[config.mk]
export PLATFORM = sky130hd
export DESIGN_NAME = router_pkt_tx
export DESIGN_NICKNAME = d
export VERILOG_FILES = /design/src/rtl/router_pkt_tx.sv
export SDC_FILE = /design/constraint.sdc
export NUM_CORES = 1
export LEC_CHECK = 0
export CAP_MARGIN = 10
export CELL_PAD_IN_SITES_DETAIL_PLACEMENT = 1
export CELL_PAD_IN_SITES_GLOBAL_PLACEMENT = 1
export CORE_ASPECT_RATIO = 0.5
export CORE_MARGIN = 2
export CORE_UTILIZATION = 35
export DETAILED_ROUTE_END_ITERATION = 6
export PLACE_DENSITY = 0.62
export SLEW_MARGIN = 20
export SYNTH_ARGS = -nofsm -noshare
export SYNTH_HDL_FRONTEND = slang
export SYNTH_SLANG_ARGS = --single-unit
[constraint.sdc]
create_clock -name clk -period 7.3 [get_ports clk]
set_input_delay 1.46 -clock clk [delete_from_list [all_inputs] [get_ports clk]]
set_output_delay 1.46 -clock clk [all_outputs]
set_load 0.02 [all_outputs]
[src/rtl/router_pkt_tx.sv]
// router_pkt_tx: buffered source-side packet transmitter feeding the 1x3 router input port.
// Optional feature macro PARITY_INJECT_EN adds inject_err to send an inverted parity byte.
module router_pkt_tx #(
   parameter  int unsigned DATA_W = 8,
   parameter  int unsigned LEN_W  = 6,
   parameter  int unsigned DEPTH  = 64,
   localparam int unsigned CNT_W  = $clog2(DEPTH + 1)
) (
   input  logic              clk,
   input  logic              rst,
   input  logic              pay_wr,
   input  logic [DATA_W-1:0] pay_din,
   output logic              buf_full,
   output logic [CNT_W-1:0]  buf_count,
   input  logic              start,
   input  logic [1:0]        dest_addr,
   input  logic [LEN_W-1:0]  pay_len,
`ifdef PARITY_INJECT_EN
   input  logic              inject_err,
`endif
   input  logic              busy,
   output logic              pkt_valid,
   output logic [DATA_W-1:0] data_out,
   output logic              tx_active,
   output logic              done,
   output logic              start_err
);

   localparam int unsigned PTR_W = $clog2(DEPTH);

   typedef enum logic [2:0] {
      S_IDLE,
      S_HEADER,
      S_PAYLOAD,
      S_PARITY,
      S_DONE
   } state_t;

   state_t              state_q, state_d;
   logic [DATA_W-1:0]   mem_q [DEPTH];
   logic [PTR_W-1:0]    wr_ptr_q, rd_ptr_q;
   logic [CNT_W-1:0]    count_q, count_d;
   logic                full_q;
   logic [LEN_W-1:0]    rem_q, rem_d;
   logic [DATA_W-1:0]   parity_q, parity_d;
   logic [DATA_W-1:0]   data_q, data_d;
   logic                pkt_valid_q, pkt_valid_d;
   logic                tx_active_q, tx_active_d;
   logic                done_q, done_d;
   logic                start_err_q, start_err_d;
   logic                inject_q, inject_d;

   logic                push_c, pop_c, start_ok_c;
   logic [DATA_W-1:0]   head_c, head_nxt_c, par_fin_c, hdr_c;

   function automatic logic [PTR_W-1:0] ptr_inc(input logic [PTR_W-1:0] p);
      return (p == PTR_W'(DEPTH - 1)) ? '0 : PTR_W'(p + 1'b1);
   endfunction

   assign push_c     = pay_wr && !full_q;
   assign head_c     = mem_q[rd_ptr_q];
   assign head_nxt_c = mem_q[ptr_inc(rd_ptr_q)];
   assign hdr_c      = DATA_W'({pay_len, dest_addr});
   assign start_ok_c = (pay_len != '0) && (dest_addr != 2'd3) &&
                       (count_q >= CNT_W'(pay_len));

`ifdef PARITY_INJECT_EN
   assign inject_d  = (state_q == S_IDLE && start && start_ok_c) ? inject_err : inject_q;
   assign par_fin_c = inject_q ? ~(parity_q ^ data_q) : (parity_q ^ data_q);
`else
   assign inject_d  = 1'b0;
   assign par_fin_c = parity_q ^ data_q;
`endif

   // Next-state and registered-output values; every byte update happens on a transfer.
   always_comb begin
      state_d     = state_q;
      rem_d       = rem_q;
      parity_d    = parity_q;
      data_d      = data_q;
      pkt_valid_d = pkt_valid_q;
      tx_active_d = tx_active_q;
      done_d      = 1'b0;
      start_err_d = 1'b0;
      pop_c       = 1'b0;
      case (state_q)
         S_IDLE: begin
            if (start) begin
               if (start_ok_c) begin
                  state_d     = S_HEADER;
                  rem_d       = pay_len;
                  data_d      = hdr_c;
                  pkt_valid_d = 1'b1;
                  tx_active_d = 1'b1;
               end else begin
                  start_err_d = 1'b1;
               end
            end
         end
         S_HEADER: begin
            if (!busy) begin
               parity_d = data_q;
               data_d   = head_c;
               state_d  = S_PAYLOAD;
            end
         end
         S_PAYLOAD: begin
            if (!busy) begin
               pop_c    = 1'b1;
               parity_d = parity_q ^ data_q;
               rem_d    = LEN_W'(rem_q - 1'b1);
               if (rem_q == LEN_W'(1)) begin
                  data_d      = par_fin_c;
                  pkt_valid_d = 1'b0;
                  state_d     = S_PARITY;
               end else begin
                  data_d = head_nxt_c;
               end
            end
         end
         S_PARITY: begin
            if (!busy) begin
               data_d      = '0;
               tx_active_d = 1'b0;
               done_d      = 1'b1;
               state_d     = S_DONE;
            end
         end
         S_DONE: begin
            state_d = S_IDLE;
         end
         default: begin
            state_d     = S_IDLE;
            data_d      = '0;
            pkt_valid_d = 1'b0;
            tx_active_d = 1'b0;
         end
      endcase
   end

   always_comb begin
      count_d = count_q;
      case ({push_c, pop_c})
         2'b10:   count_d = CNT_W'(count_q + 1'b1);
         2'b01:   count_d = CNT_W'(count_q - 1'b1);
         default: count_d = count_q;
      endcase
   end

   // Storage has no reset; emptiness is defined by the pointers and count.
   always_ff @(posedge clk) begin
      if (push_c) begin
         mem_q[wr_ptr_q] <= pay_din;
      end
   end

   always_ff @(posedge clk) begin
      if (rst) begin
         state_q     <= S_IDLE;
         wr_ptr_q    <= '0;
         rd_ptr_q    <= '0;
         count_q     <= '0;
         full_q      <= 1'b0;
         rem_q       <= '0;
         parity_q    <= '0;
         data_q      <= '0;
         pkt_valid_q <= 1'b0;
         tx_active_q <= 1'b0;
         done_q      <= 1'b0;
         start_err_q <= 1'b0;
         inject_q    <= 1'b0;
      end else begin
         state_q     <= state_d;
         if (push_c) wr_ptr_q <= ptr_inc(wr_ptr_q);
         if (pop_c)  rd_ptr_q <= ptr_inc(rd_ptr_q);
         count_q     <= count_d;
         full_q      <= (count_d == CNT_W'(DEPTH));
         rem_q       <= rem_d;
         parity_q    <= parity_d;
         data_q      <= data_d;
         pkt_valid_q <= pkt_valid_d;
         tx_active_q <= tx_active_d;
         done_q      <= done_d;
         start_err_q <= start_err_d;
         inject_q    <= inject_d;
      end
   end

   assign buf_full  = full_q;
   assign buf_count = count_q;
   assign pkt_valid = pkt_valid_q;
   assign data_out  = data_q;
   assign tx_active = tx_active_q;
   assign done      = done_q;
   assign start_err = start_err_q;

endmodule

# Yosys cells after proc, flatten, opt, wreduce, memory -nomap -nowiden

Memory sizes are Yosys's and may differ from the RTL's. A register that Yosys moved wholly into a read port is not among the register bits.
Index checks and enable logic that the tools add are counted.

Add/sub/neg operators: 5
Magnitude comparators: 1
Equal/unequal tests: 17
Multiplexer cells: 38
Bitwise gates (word level): 7
Reductions and logical operators: 18

Operator list:

| kind                | count |
|---|---|
| $mux 8              | 8 |
| $mux 6              | 7 |
| $pmux 8 s5          | 1 |
| $mux 3              | 6 |
| $pmux 8 s2          | 1 |
| $ne 2x2->1 const B  | 7 |
| $pmux 7 s2          | 1 |
| $add 6x1->6 const B | 2 |
| $eq 6x6->1 const B  | 2 |
| $pmux 3 s4          | 1 |
| $pmux 6 s2          | 1 |
| $reduce_and 6->1    | 2 |
| $mux 1              | 10 |
| $reduce_or 3->1     | 3 |
| $reduce_and 4->1    | 2 |
| $xor 8x8->8         | 1 |
| $add 7x1->7 const B | 1 |
| $eq 7x7->1 const B  | 1 |
| $ge 7x6->1          | 1 |
| $sub 7x1->7 const B | 1 |
| $eq 3x2->1 const B  | 2 |
| $eq 6x1->1 const B  | 1 |
| $not 1->1           | 6 |
| $pmux 1 s3          | 2 |
| 13 further kinds    | 16 |

Flip-flop bits (word level): 49
Bits in writable memories: 512
Bits of input ports: 21
Output and inout port bits: 20
Memories: 1

Memory list:

| name  | words | width | rd ports | clocked after memory_dff | write ports | line | text |
|---|---|---|---|---|---|---|---|
| mem_q | 64    | 8     | 2        | 1                        | 1           | 40   | `logic [DATA_W-1:0] mem_q [DEPTH];` |

# Logic depth before layout (Yosys ltp)

Gate-level depths: netlist (run 1).

Word-level depth: 6
Depth in mapped cells: 15
Depth with buffers taken out: 12

# Worst setup path after synthesis (run 1)

No wires, ideal clock.

Path kind: input to register
From: in busy
To: reg full_q, in the netlist buf_full
Arrival time: 3712 ps
Data required time: 7212 ps
Setup slack: 3501 ps
Stages: 13
Path buffers: 3
Cell sequence: or4b_4 > buf_6 > clkinv_2 > clkbuf_1 > ha_1 > clkbuf_1 > o21ai_0 > nand2_1 > a22oi_1 > xnor2_1 > nand2b_1 > xnor2_1 > nor4_2

Word-level cells in the longest chain between the ends: 5
Elaborated cells on any way between the ends: 6
Classes of those cells: 3 x eq/ne; 3 x mux

RTL lines:

| item                                     | line | text |
|---|---|---|
| start: declaration                       | 21   | `input logic busy,` |
| $mux 1 *                                 | 108  | `if (!busy) begin` |
| $mux 1 *                                 | 86   | `case (state_q)` |
| $eq 2x1->1 or $eq 2x2->1 (tied branches) | 143  | `case ({push_c, pop_c})` |
| $pmux 7 s2 *                             | 143  |  |
| $eq 7x7->1 *                             | 177  | `full_q <= (count_d == CNT_W'(DEPTH));` |
| end signal: assignment                   | 177  |  |
| end: declaration                         | 43   | `logic full_q;` |

Mark *: on every way between the ends. The rest lies on a longest branch, timed or not.
A chain may end at the register's enable or synchronous reset.

# Worst setup path after layout (run 1)

From: reg rd_ptr_q[0]
To: reg data_q[3], in the netlist data_out[3]

Word-level cells in the longest chain between the ends: 6
Elaborated cells on any way between the ends: 7
Classes of those cells: 1 x add/sub; 1 x eq/ne; 4 x mux; 1 x memory

RTL lines:

| item                                      | line | text |
|---|---|---|
| start: declaration                        | 41   | `logic [PTR_W-1:0] wr_ptr_q, rd_ptr_q;` |
| start signal: assignment                  | 175  | `if (pop_c) rd_ptr_q <= ptr_inc(rd_ptr_q);` |
| $add 6x1->6 or $eq 6x6->1 (tied branches) | 57   | `return (p == PTR_W'(DEPTH - 1)) ? '0 : PTR_W'(p + 1'b1);` |
| $mux 6 *                                  | 57   |  |
| $mem_v2 64x8 *                            | -    |  |
| $mux 8 *                                  | 112  | `if (rem_q == LEN_W'(1)) begin` |
| $mux 8 *                                  | 108  |  |
| $pmux 8 s5 *                              | 86   |  |
| end signal: assignment                    | 180  | `data_q <= data_d;` |
| end: declaration                          | 46   | `logic [DATA_W-1:0] data_q, data_d;` |

Mark *: on every way between the ends. The rest lies on a longest branch, timed or not. The select of a mux whose other input is x is not followed.

==> results of run 1 <==
==> registers in the layout, indices dropped and copies added, names as in the netlist, 3 cells and up, named ones only <==
register / count
mem_q: 512
rem_q: 6
data_out: 8
parity_q: 8
buf_count: 7
state_q: 3
wr_ptr_q: 6
rd_ptr_q: 6
==> synth_stat cells (all sizes together) (4+ instances only) <==
cell type	count
nor4	13
a21oi	67
nor3	31
edfxtp	512
and2	6
or4	4
buf	84
a2111oi	5
o211ai	9
a221oi	4
xnor2	13
mux2i	102
nor2	138
mux2	4
nand2b	7
ha	12
a32oi	34
dfxtp	55
o22ai	24
clkbuf	64
mux4	176
nand3	85
xor2	16
o21ai	45
o31ai	4
or3	5
and3	6
nor2b	10
inv	12
a211oi	9
a31oi	20
a22oi	18
a311oi	5
nand4	28
nand2	322
==> critical path, stage by stage (launching register included) <==
cell	delay, ps
dfxtp_1	900
ha_2	480
and3_1	590
a21o_4	650
buf_4	650
nand2_1	110
a21oi_1	200
nor4_1	120
a2111oi_0	1030
o21ai_1	440
o31ai_1	350
==> metrics by stage <==
stage               utilization  instance area, µm²
CTS                       0.396               30700
detailed placement        0.374               29000
global route              0.396               30700
global placement          0.374               29000
floorplan                     -               27500
finish                    0.396               30700
==> cells by family (layout without fill, tap and decap cells) <==
logic type / count (synthesis) / count (layout)
AO/OA/AOI/OAI: 282 / 282
buffers and inverters: 161 / 213
adder cells (fa/ha/maj): 12 / 12
AND/OR/NAND/NOR: 666 / 666
multiplexers: 282 / 282
flip-flops: 567 / 567
XOR/XNOR: 29 / 29
==> report_power, final <==
group	internal, W	switching, W	total (W)
logic	0.0000709	0.000173	0.000244
registers	0.00355	0.0000189	0.00357
clock network	0.00149	0.00129	0.00278
==> worst paths after layout <==
path,start,end,slack (ps)
worst min register to register,rem_q[3],rem_q[3],520
worst max register to register,rd_ptr_q[0],data_out[3],1570
worst min-delay path,rem_q[3],rem_q[3],520
worst max-delay path,rd_ptr_q[0],data_out[3],1570
==> area by class of cell <==
class                      count  area [µm²]
fill                        7943       46900
clock inverter                32         239
inverter                      13        50.0
tap                         1036        1300
clock buffer                  67        1420
sequential                   567       16500
timing repair buffer         101         838
multi-input combinational   1271       10400
==> layout by cell type (no fill, tap or decap), types with 14 or more instances in the layout <==
cell type / count
dfxtp_1: 51
o22ai_1: 24
nand3_1: 85
nand2_1: 321
xor2_1: 14
mux4_2: 176
clkdlybuf4s50_1: 31
a22oi_1: 18
a31oi_1: 20
nor2_1: 133
a21oi_1: 66
mux2i_1: 102
nor3_1: 31
clkbuf_16: 55
clkinv_1: 14
buf_4: 59
nand4_1: 28
o21ai_0: 42
a32oi_1: 34
edfxtp_1: 512
==> routing by layer <==
layer,vias up,part of all wire
met5,-,0
met4,0,0.022
met3,132,0.10
met2,880,0.45
met1,10019,0.43
li1,7860,-
==> impl_metrics.ini, run 1 <==
[sta]
fin_crit_ps = 5730
rsz0062_at_grt = no
max_freq_mhz = 175
fin_ws_ps = 1570
fin_setup_tns_ps = 0
slew_violations = 0
setup_viol = 0
final.period_utilization = 0.784
final.setup_skew_ps = 17.8
slew-limit-headroom = 0.183
worst_slew_pin_slew_ps = 1220
whs_ps = 517
hold_violations = 0

[finish]
antennaDiodeCount = 0
layout-area-overhead-vs-synth_pct = 11.6
num-nets-final = 2042
final_cells = 3087
drive_above_1_share = 0.171

[synth]
synth_area_leaders = edfxtp_1 (56%), mux4_2 (14%), nand2_1 (4.4%), dfxtp_1 (4.0%), mux2i_1 (3.7%)
ys_types = 77
postSynth.asyncResetShare = 0
avgSynthCellArea_um2 = 13.8
ys_warn_count = 0
synth_compound_area_frac = 0.0693
synth_top_cell_by_area = edfxtp_1
synth_cells = 1999
yosys.area_share.simple = 0.106
ys_ff_latch = 567
syn_area_mm2 = 0.0275
synth_top_family_by_area = multiplexers
muxShareOfSynthArea = 0.183
synth_xor_xnor_area_share = 0.00923
synth_adder_area_share = 0.00546
synth-edff-count = 512
synth.top_cell.area_share = 0.559
synth_ff_type = edfxtp_1
yosysSeqAreaShare = 0.599
syn_nets = 2032

[worst_setup_path]
reg2regPathDepth = 10
end_kind = flop
path_class = reg -> reg
crit_required_ps = 7830
crit_path_max_fanout = 51
cp.arrival_ps = 6260
crit_path_start_kind = flop

[floorplanning]
fp.dieH_um = 202
initial_core_util = 0.355
io_pins = 41
fp.dieArea_mm2 = 0.0810
core_area_mm2 = 0.0776
num_rows = 72
die_x_um = 400

[cts]
cts_buffer_depth = 3
cts_buffers = 55
htree_levels = 2
hold_buffers = 0
insertion_delay_ps = 640
cts.root.buffer_cell = clkbuf_16
clock-sinks = 567
clk_pin_slew_ps = 70
post_cts_buffers = 0
cts_tree = built
cts-resized-gates = 0

[global_route]
grtUsageTotal = 0.239
grt_antenna_before_repair = 3
grt_pass1_wl_um = 140000
grt_max_degree = 65
grt_use_met3 = 0.0538
gr-total-overflow = 0
grt_util_met2 = 0.364
grt_pass1_vias = 18749
globalRouteMet1Util = 0.346
top_usage_layer = met2

[placed_design]
dp.cells = 2988
pre_cts_ws_ps = 1830
gp_congestion = 0.933
port_buffers = 40
dpl.hpwl_um = 66000

[pwr]
p_leak_nw = 9.89
powerDensity_mw_per_mm2 = 215
ir_worst_vdd_mv = 0.156
p_total_w = 0.00659

[route]
ant_nets = 0
vias = 18891
wl_per_cell_um = 31.7
drt-total-wl_um = 97900
avgViaCountPerCell = 6.12
drc = 0
drtIter0Drc = 2585
firstDrtPassIters = 5

[run]
cap_violations = 0

[hold_path]
hold_path_depth = 2
min_path_type = reg -> reg

[status]
status = finished, final reports clean
No activity file was read; power rests on OpenSTA's default activity.
==> run 2, diff against run 1 <==
Clock period 7.3 ns to 6 ns, I/O delays scaled along.
==> impl_metrics.ini, run 2 (synthesized netlist as in run 1, its figures left out) <==
[route]
vias = 19176
drt-total-wl_um = 99200
firstDrtPassIters = 5
avgViaCountPerCell = 6.14
wl_met3_um = 11200
drtIter0Drc = 2361
ant_nets = 0
drc = 0
wl_per_cell_um = 31.8
top_layer = met5
wl_met1_um = 43200
wl_met2_um = 42500

[cts]
insertion_delay_ps = 640
cts-resized-gates = 0
clock-sinks = 567
post_cts_buffers = 0
cts_buffers = 55
cts_tree = built
hold_buffers = 0
cts.root.buffer_cell = clkbuf_16
clk_pin_slew_ps = 70
cts_buffer_depth = 3
htree_levels = 2

[pwr]
p_leak_nw = 10.1
powerDensity_mw_per_mm2 = 262
ir_worst_vdd_mv = 0.206

[finish]
num-nets-final = 2073
layout_commonest_cell = edfxtp_1
layout-area-overhead-vs-synth_pct = 13.1
final_cell_mix = edfxtp_1 (512), nand2_1 (321), mux4_2 (176), nor2_1 (131), mux2i_1 (102)
num-fill-cells = 7907
largest_reg_flops = 512
drive_above_1_share = 0.187
fin_util = 0.401
regMostFlops = mem_q

[floorplanning]
fp.dieH_um = 202
num_rows = 72
die_x_um = 400
io_pins = 41
initial_core_util = 0.355
core_area_mm2 = 0.0776
fp.dieArea_mm2 = 0.0810

[worst_setup_path]
end_kind = flop
cp.arrival_ps = 4980
path_class = reg -> reg
crit_path_max_fanout = 26
crit_path_start_kind = flop
crit_required_ps = 6480

[sta]
slew-limit-headroom = 0.115
setup_viol = 0
worst_slew_pin_slew_ps = 1290
slew_violations = 0
fin_crit_ps = 4500
hold_violations = 0
fin_setup_tns_ps = 0
final.setup_skew_ps = 18.0
max_freq_mhz = 222
rsz0062_at_grt = no
final.period_utilization = 0.750

[global_route]
grt_antenna_before_repair = 5
grt_pass1_vias = 18999
gr-total-overflow = 0
grt_max_degree = 66
grt_pass1_wl_um = 142000
grtUsageTotal = 0.242

[placed_design]
gp_congestion = 0.888
dpl.hpwl_um = 66700
port_buffers = 40

[hold_path]
min_path_type = reg -> reg

[run]
cap_violations = 0

[status]
status = finished, final reports clean
## run 2: final timing paths
path         cells past startpoint         from  slack [ps]           to
min                              2    tx_active         500    tx_active
max reg2reg                      9  rd_ptr_q[0]        1500  data_out[3]
min reg2reg                      2    tx_active         500    tx_active
max                              9  rd_ptr_q[0]        1500  data_out[3]
## run 2: power breakdown
part	total [W]	internal (W)	switching (W)
logic	0.000306	0.0000904	0.000215
clock network	0.00351	0.00190	0.00160
registers	0.00434	0.00432	0.0000220
total	0.00815	0.00631	0.00184
## run 2: final cells by class
type / instances / area, µm² / share of cell area
inverter: 13 / 50.0 / 0.00161
sequential: 567 / 16500 / 0.530
antenna: 1 / 2.50 / 0.0000804
clock inverter: 38 / 289 / 0.00929
tap: 1036 / 1300 / 0.0417
clock buffer: 65 / 1460 / 0.0468
multi-input combinational: 1271 / 10400 / 0.333
timing repair buffer: 132 / 1180 / 0.0378
## run 2: through the flow
step	area [µm²]	hold WS, ps	instances	worst slack [ps]	total power (W)
6_report	31100	504	3123	1500	0.00815
5_1_grt	31100	516	3122	1550	0.00834
4_1_cts	31100	505	3121	1640	0.00818
3_5_place_dp	29300	494	3018	1550	0.00472
3_3_place_gp	29300	489	3018	1610	0.00472
2_1_floorplan	27500	467	1999	2460	0.00455
## run 2: per-layer routing
layer,GRT usage,up-vias
met5,0,-
met2,0.355,1011
met4,0.0609,2
met1,0.356,10084
li1,-,7928
met3,0.0649,151
## run 2: worst max-delay path, cell delays in order (launching register included)
cell and delay (ps):
dfxtp_1 300, buf_4 210, ha_2 940, buf_4 430, and2_2 400, buf_4 360
a32oi_1 150, and3_1 220, a2111oi_0 1090, o31ai_1 190
==> run 3, diff against run 2 <==
Clock period 6 ns to 4.6 ns, I/O delays scaled along.
==> impl_metrics.ini, run 3 (synthesized netlist as in run 1, its figures left out) <==
[sta]
rsz0062_at_grt = no
final.setup_skew_ps = 21.0
max_freq_mhz = 266
final.period_utilization = 0.816
hold_violations = 0
setup_viol = 0
fin_setup_tns_ps = 0
slew-limit-headroom = 0.235
slew_violations = 0
worst_slew_pin_slew_ps = 1140
fin_crit_ps = 3750

[finish]
seqCellArea_mm2 = 0.0165
multi_input_area_mm2 = 0.0103
layout_commonest_cell = edfxtp_1
final_cell_mix = edfxtp_1 (512), nand2_1 (321), mux4_2 (176), buf_4 (140), nor2_1 (135)
largest_reg_flops = 512
num-fill-cells = 7963
layout-area-overhead-vs-synth_pct = 15.0
fin_area_mm2 = 0.0316
regMostFlops = mem_q
drive_above_1_share = 0.205
num-nets-final = 2132

[floorplanning]
num_rows = 72
fp.dieArea_mm2 = 0.0810
fp.dieH_um = 202
die_x_um = 400
core_area_mm2 = 0.0776
initial_core_util = 0.355
io_pins = 41

[cts]
post_cts_buffers = 0
cts-resized-gates = 0
hold_buffers = 0
clock-sinks = 567
clk_pin_slew_ps = 70
insertion_delay_ps = 640
htree_levels = 2
cts_buffers = 55
cts.root.buffer_cell = clkbuf_16
cts_tree = built
cts_buffer_depth = 3

[placed_design]
dpl.hpwl_um = 67900
placed_area_mm2 = 0.0298
port_buffers = 40
gp_congestion = 0.878

[route]
drc = 0
wl_per_cell_um = 31.4
ant_nets = 0
drtIter0Drc = 2156
firstDrtPassIters = 6
drt-total-wl_um = 99800
vias = 19173
avgViaCountPerCell = 6.03

[global_route]
grt_pass1_wl_um = 142000
grt_pass1_vias = 19406
gr-total-overflow = 0
grtUsageTotal = 0.244
grt_max_degree = 83
grt_antenna_before_repair = 10

[pwr]
powerDensity_mw_per_mm2 = 340
ir_worst_vdd_mv = 0.258
p_total_w = 0.0108
p_leak_nw = 10.5

[worst_setup_path]
crit_path_start_kind = flop
end_kind = flop
crit_required_ps = 5130
cp.arrival_ps = 4280
crit_path_max_fanout = 40
path_class = reg -> reg

[hold_path]
min_path_type = reg -> reg

[run]
cap_violations = 0

[status]
status = finished, final reports clean
run 3: area by class of cell:
type | instances | share of cell area
sequential | 567 | 0.521
multi-input combinational | 1271 | 0.327
inverter | 13 | 0.00158
clock buffer | 69 | 0.0465
clock inverter | 30 | 0.0102
timing repair buffer | 191 | 0.0524
antenna | 1 | 0.0000791
tap | 1036 | 0.0410
run 3: where the power goes:
part | total, W | switching, W | internal (W) | leakage [nW]
combinational | 0.000407 | 0.000281 | 0.000126 | 4.54
clock | 0.00470 | 0.00205 | 0.00265 | 0.874
sequential | 0.00566 | 0.0000277 | 0.00563 | 5.05
total | 0.0108 | 0.00236 | 0.00840 | 10.5
run 3: path summary, 6_finish.rpt:
kind	start	to	slack (ps)	cells past startpoint
setup reg to reg	rd_ptr_q[1]	data_out[0]	850	11
setup / recovery	rd_ptr_q[1]	data_out[0]	850	11
hold / removal	tx_active	tx_active	500	2
hold reg to reg	tx_active	tx_active	500	2
run 3: per-stage QoR:
stage | util | setup slack, ps | std cells | hold WS [ps]
6_report | 0.408 | 847 | 3178 | 501
5_1_grt | 0.408 | 623 | 3177 | 552
4_1_cts | 0.408 | 887 | 3177 | 514
3_5_place_dp | 0.385 | 704 | 3078 | 504
3_3_place_gp | 0.384 | 761 | 3077 | 486
2_1_floorplan | - | 1340 | 1999 | 467
run 3: layer usage:
| layer | vias to the layer above | part of all wire | global-route usage |
|---|---|---|---|
| li1 | 8040 | - | - |
| met1 | 10000 | 0.42 | 0.337 |
| met2 | 945 | 0.43 | 0.362 |
| met3 | 176 | 0.12 | 0.0847 |
| met4 | 12 | 0.031 | 0.0755 |
| met5 | - | 0.00069 | 0 |
run 3: worst max-delay path, cell delays in order, from the launching register on:
cell and delay (ps):
dfxtp_1 350, ha_2 270, and3_1 380, a21oi_4 490, buf_4 280, buf_12 260, mux2i_1 250, o22ai_1 100
o311ai_0 620, buf_4 220, and3_1 270, o21ai_1 100
